==> src/rtl/tcam_pkg.sv <==
// Shared constants and helpers for the ternary match table.
package tcam_pkg;

   localparam int STATS_W = 32;

   function automatic logic [STATS_W-1:0] sat_inc(input logic [STATS_W-1:0] v);
      return (v == {STATS_W{1'b1}}) ? v : v + {{(STATS_W-1){1'b0}}, 1'b1};
   endfunction

endpackage

==> src/rtl/tcam_prio_enc.sv <==
// Lowest-index-wins priority encoder for the ternary match vector.
module tcam_prio_enc
#(
   parameter int DEPTH = 16
) (
   input  logic [DEPTH-1:0]         match_vec,
   output logic                     hit,
   output logic [$clog2(DEPTH)-1:0] idx
);

   localparam int IDX_W = $clog2(DEPTH);

   // Scan from the top down so the lowest set bit is the last one written.
   always_comb begin
      hit = 1'b0;
      idx = {IDX_W{1'b0}};
      for (int i = DEPTH - 1; i >= 0; i--) begin
         hit = hit | match_vec[i];
         idx = match_vec[i] ? IDX_W'(i) : idx;
      end
   end

endmodule

==> src/rtl/tcam_lookup.sv <==
// Runtime-programmable ternary match table with a two-stage lookup pipeline.
// Optional hit/miss statistics counters are built when TCAM_STATS_EN is defined.
module tcam_lookup
   import tcam_pkg::*;
#(
   parameter int                KEY_W   = 4,
   parameter int                DEPTH   = 16,
   parameter int                ACT_W   = 4,
   parameter logic [ACT_W-1:0]  DEF_ACT = {ACT_W{1'b0}}
) (
   input  logic                     clk,
   input  logic                     reset,
   input  logic                     data_in_vld,
   input  logic [KEY_W-1:0]         data_in,
   input  logic                     wr_en,
   input  logic [$clog2(DEPTH)-1:0] wr_addr,
   input  logic [KEY_W-1:0]         wr_key,
   input  logic [KEY_W-1:0]         wr_mask,
   input  logic [ACT_W-1:0]         wr_act,
   input  logic                     wr_valid,
   output logic                     tcam_out_vld,
   output logic [ACT_W-1:0]         tcam_out,
   output logic                     tcam_hit,
   output logic [$clog2(DEPTH)-1:0] tcam_idx
`ifdef TCAM_STATS_EN
   ,
   output logic [STATS_W-1:0]       hit_cnt,
   output logic [STATS_W-1:0]       miss_cnt
`endif
);

   localparam int IDX_W = $clog2(DEPTH);

   typedef struct packed {
      logic [KEY_W-1:0] key;
      logic [KEY_W-1:0] mask;
      logic [ACT_W-1:0] act;
      logic             valid;
   } entry_t;

   entry_t             wr_entry_s;
   logic [KEY_W-1:0]   key_r  [DEPTH];
   logic [KEY_W-1:0]   mask_r [DEPTH];
   logic [ACT_W-1:0]   act_r  [DEPTH];
   logic [DEPTH-1:0]   valid_r;

   logic [DEPTH-1:0]   match_s;
   logic [DEPTH-1:0]   match_r;
   logic               s1_vld_r;
   logic               hit_s;
   logic [IDX_W-1:0]   idx_s;

   logic               out_vld_r;
   logic [ACT_W-1:0]   out_r;
   logic               hit_r;
   logic [IDX_W-1:0]   idx_r;

   assign wr_entry_s = '{key: wr_key, mask: wr_mask, act: wr_act, valid: wr_valid};

   // Entry payload storage; only the valid bits need a reset.
   always_ff @(posedge clk) begin
      if (wr_en) begin
         key_r[wr_addr]  <= wr_entry_s.key;
         mask_r[wr_addr] <= wr_entry_s.mask;
         act_r[wr_addr]  <= wr_entry_s.act;
      end
   end

   // Entry valid bits, cleared on reset and updated with each write.
   always_ff @(posedge clk or negedge reset) begin
      if (!reset) begin
         valid_r <= {DEPTH{1'b0}};
      end else if (wr_en) begin
         valid_r[wr_addr] <= wr_entry_s.valid;
      end
   end

   // Ternary compare of the incoming key against every entry.
   always_comb begin
      match_s = {DEPTH{1'b0}};
      for (int i = 0; i < DEPTH; i++) begin
         match_s[i] = valid_r[i] & (((data_in ^ key_r[i]) & mask_r[i]) == {KEY_W{1'b0}});
      end
   end

   // Stage 1: capture the match vector against the pre-edge table contents.
   always_ff @(posedge clk or negedge reset) begin
      if (!reset) begin
         s1_vld_r <= 1'b0;
         match_r  <= {DEPTH{1'b0}};
      end else begin
         s1_vld_r <= data_in_vld;
         match_r  <= data_in_vld ? match_s : match_r;
      end
   end

   tcam_prio_enc #(.DEPTH(DEPTH)) u_prio_enc (
      .match_vec (match_r),
      .hit       (hit_s),
      .idx       (idx_s)
   );

   // Stage 2: register the resolved result; outputs hold between results.
   always_ff @(posedge clk or negedge reset) begin
      if (!reset) begin
         out_vld_r <= 1'b0;
         out_r     <= {ACT_W{1'b0}};
         hit_r     <= 1'b0;
         idx_r     <= {IDX_W{1'b0}};
      end else begin
         out_vld_r <= s1_vld_r;
         if (s1_vld_r) begin
            hit_r <= hit_s;
            idx_r <= hit_s ? idx_s : {IDX_W{1'b0}};
            out_r <= hit_s ? act_r[idx_s] : DEF_ACT;
         end
      end
   end

   assign tcam_out_vld = out_vld_r;
   assign tcam_out     = out_r;
   assign tcam_hit     = hit_r;
   assign tcam_idx     = idx_r;

`ifdef TCAM_STATS_EN
   logic [STATS_W-1:0] hit_cnt_r;
   logic [STATS_W-1:0] miss_cnt_r;

   // Saturating hit/miss counters, advanced alongside each stage-2 result.
   always_ff @(posedge clk or negedge reset) begin
      if (!reset) begin
         hit_cnt_r  <= {STATS_W{1'b0}};
         miss_cnt_r <= {STATS_W{1'b0}};
      end else if (s1_vld_r) begin
         if (hit_s) begin
            hit_cnt_r <= sat_inc(hit_cnt_r);
         end else begin
            miss_cnt_r <= sat_inc(miss_cnt_r);
         end
      end
   end

   assign hit_cnt  = hit_cnt_r;
   assign miss_cnt = miss_cnt_r;
`endif

endmodule

==> config.mk <==
export PLATFORM = sky130hd
export DESIGN_NAME = tcam_lookup
export DESIGN_NICKNAME = d
export VERILOG_FILES = /design/src/rtl/tcam_pkg.sv /design/src/rtl/tcam_prio_enc.sv /design/src/rtl/tcam_lookup.sv
export SDC_FILE = /design/constraint.sdc
export NUM_CORES = 1
export LEC_CHECK = 0
export CAP_MARGIN = 20
export CORE_ASPECT_RATIO = 1.25
export CORE_MARGIN = 4
export CORE_UTILIZATION = 46
export DETAILED_ROUTE_END_ITERATION = 8
export PLACE_DENSITY = 0.65
export SYNTH_ARGS = -nofsm -noshare
export SYNTH_HDL_FRONTEND = slang
export SYNTH_SLANG_ARGS = --single-unit
==> constraint.sdc <==
create_clock -name clk -period 3.15 [get_ports clk]
set_clock_uncertainty 0.1 [all_clocks]
set_input_delay 0.7875 -clock clk [delete_from_list [all_inputs] [get_ports clk]]
set_output_delay 0.7875 -clock clk [all_outputs]
set_load 0.005 [all_outputs]
==> impl_metrics.env <==
export IMPL_outcome="finished, final reports clean"
export IMPL_overflow=0
export IMPL_synth_simple_area_share=0.0572
export IMPL_core_area_um2=19500
export IMPL_drtIter0Drc=346
export IMPL_initial_core_util=0.471
export IMPL_vias=4962
export IMPL_power_mw=7.19
export IMPL_fin_hold_ws_ps=292
export IMPL_tightest_slew_ps=878
export IMPL_powerDensity_nw_per_um2=662
export IMPL_antenna_diode_count=0
export IMPL_rsz0062_at_grt="false"
export IMPL_synthXorXnorAreaFrac=0.0609
export IMPL_postRouteAntennaNets=0
export IMPL_htree_levels=1
export IMPL_post_synth_inst_count=549
export IMPL_wirelength_um=19500
export IMPL_drt_vias_per_instance=5.43
export IMPL_first_global_vias=5225
export IMPL_yosysSeqAreaShare=0.743
export IMPL_synth_flop_cell="edfxtp_1"
export IMPL_ys_ff_latch=235
export IMPL_p_leak_nw=3.82
export IMPL_fin_crit_ps=2630
export IMPL_maxSlewViolCount=0
export IMPL_synthAdderAreaFrac=0
export IMPL_grt_max_degree=44
export IMPL_setup_ws_ps=518
export IMPL_peakVddDrop_mv=0.364
export IMPL_critPathMaxFanout=16
export IMPL_rows=57
export IMPL_drv_cap=0
export IMPL_setup_viol=0
export IMPL_chipWidth_um=135
export IMPL_drive_gt1_frac=0.182
export IMPL_startpoint_type="register"
export IMPL_pin_count=35
export IMPL_postCtsSetupBuffers=0
export IMPL_post_dp_cell_area_um2=10200
export IMPL_portBuffers=34
export IMPL_synth_edff_count=192
export IMPL_max_stage_delay_ps=560
export IMPL_antenna_found_initial=0
export IMPL_yosys_top_cells_area="edfxtp_1 63%, dfrtp_1 12%, xor2_1 6.1%, mux2_2 2.4%, a222oi_1 1.7%"
export IMPL_path_clk_slew_ps=60
export IMPL_crit_type="register to register"
export IMPL_synth_distinct_cells=49
export IMPL_die_area_um2=22400
export IMPL_synth_mux_area_frac=0.0539
export IMPL_dp_slack_ps=314
export IMPL_cts_made_buffers=23
export IMPL_final_cell_area_um2=10900
export IMPL_min_path_type="input port to async pin"
export IMPL_clkSinkCount=235
export IMPL_synthesis_area_um2=9210
export IMPL_fin_nets=657
export IMPL_path_delay_family="simple AND/OR/NAND/NOR gates"
export IMPL_syn_num_nets=574
export IMPL_dr_pass1_iters=8
export IMPL_wl_per_cell_um=21.4
export IMPL_place_hpwl_um=12700
export IMPL_grt_pass1_wl_um=30200
export IMPL_crit_arrival_ps=2920
export IMPL_synth_compound_area_share=0.0637
export IMPL_place_gp_congestion=0.763
export IMPL_gr_usage_all_layers=0.178
export IMPL_maxSlewHeadroom=0.413
export IMPL_ys_warn_count=0
export IMPL_cts_resized_gates=0
export IMPL_fin_crit_sh=0.836
export IMPL_drc=0
export IMPL_cts_max_path_buffers=3
export IMPL_max_freq_mhz=380
export IMPL_synth_top_cell_area_share=0.626
export IMPL_endpoint_kind="register"
export IMPL_crit_chain="nor4_1 > nand2_1 > o2bb2ai_4 > buf_4 > mux4_2 > a211o_1"
export IMPL_totalNegativeSetupSlack_ps=0
export IMPL_syn_avg_cell_area_um2=16.8
export IMPL_cts_hold_buf=0
export IMPL_clk_insertion_delay_late_ps=510
export IMPL_slowest_stage="mux4_2"
export IMPL_synth_top_cell_by_area="edfxtp_1"
export IMPL_fill_cells=1593
export IMPL_areaGrowthSynthToFinish_pct=17.9
export IMPL_cts_root_buf="clkbuf_16"
export IMPL_path_buf_inv=1
export IMPL_cts_tree="done"
export IMPL_die_h_um=166
export IMPL_finalHoldViolations=0
export IMPL_synth_top_family_by_area="compound AO/OA/AOI/OAI gates"
export IMPL_synth_async_reset_ratio=0.183
export IMPL_crit_required_ps=3440
## cells in the mapped netlist (2+ instances only)
cell	number
a222oi_1	16
clkbuf_1	8
nor4_1	2
nor2_1	18
nand3b_1	2
buf_6	3
nor2b_1	6
a2111oi_0	5
mux2i_1	11
o21ai_1	2
dfrtp_1	43
nand2_1	34
a311oi_1	3
inv_1	23
nor4_2	2
mux4_2	6
edfxtp_1	192
o211ai_1	5
o21ai_0	22
mux2_2	20
nor3_1	5
buf_2	4
nand3_1	3
o22ai_1	3
a2111oi_1	2
xor2_1	64
nand2b_1	5
nand4_1	19
## worst paths after layout
check	cells after the start	from	end	slack [ps]
worst max-delay path	6	match_r[9]	tcam_out[0]	520
worst min-delay path	2	reset	valid_r[15]	290
worst max register to register	6	match_r[9]	tcam_out[0]	520
worst min register to register	1	valid_r[7]	valid_r[7]	410
max in group asynchronous	2	reset	match_r[1]	2230
min in group clk	1	valid_r[7]	valid_r[7]	410
## power by group
group	switching, mW	internal [mW]	total, mW
combinational	0.549	0.483	1.03
sequential	0.105	3.53	3.64
clock	1.08	1.44	2.52
total	1.73	5.45	7.19
## final cells by class
type                    count  area (um2)  area share
well taps                 265         332      0.0305
inverters                  23        86.3     0.00795
multi-input cells         273        2200       0.203
flip-flops and latches    235        6840       0.630
repair buffers             76         701      0.0645
clock buffers              33         653      0.0601
clock inverters             9        45.0     0.00415
## through the flow
stage / instances / util
4_1_cts: 914 / 0.556
6_report: 914 / 0.556
2_1_floorplan: 549 / -
3_3_place_gp: 872 / 0.520
3_5_place_dp: 872 / 0.520
5_1_grt: 914 / 0.556
## layout by cell type, fill, tap and decap left out, drive strengths merged, types with 8 or more instances in the layout
cell type        n
clkdlybuf4s50   33
mux2            20
nand2           34
a2111oi          9
dfrtp           43
a222oi          16
edfxtp         192
clkbuf          33
o21ai           24
xor2            64
mux2i           11
buf             43
nand4           19
inv             24
nor2            18
clkinv           8
## layer usage
| layer | vias up | part of all wire | GRT usage |
|---|---|---|---|
| met5 | - | 0 | 0 |
| met4 | 0 | 0.023 | 0.0518 |
| met3 | 36 | 0.047 | 0.0285 |
| met2 | 123 | 0.54 | 0.322 |
| met1 | 2531 | 0.39 | 0.218 |
| li1 | 2272 | - | - |
## cell families after synthesis
group	count (synthesis)
flip-flops	235
buffers and inverters	41
XOR/XNOR	64
AND/OR/NAND/NOR	101
multiplexers	38
AO/OA/AOI/OAI	70
## flip-flops by register name, indices dropped and copies added, names as in the netlist
signal and flops:
key_r 64, tcam_hit 1, mask_r 64, tcam_out_vld 1
s1_vld_r 1, match_r 16, act_r 64, tcam_idx 4
tcam_out 4, valid_r 16
Note: power is estimated with default switching activity, not from simulation.
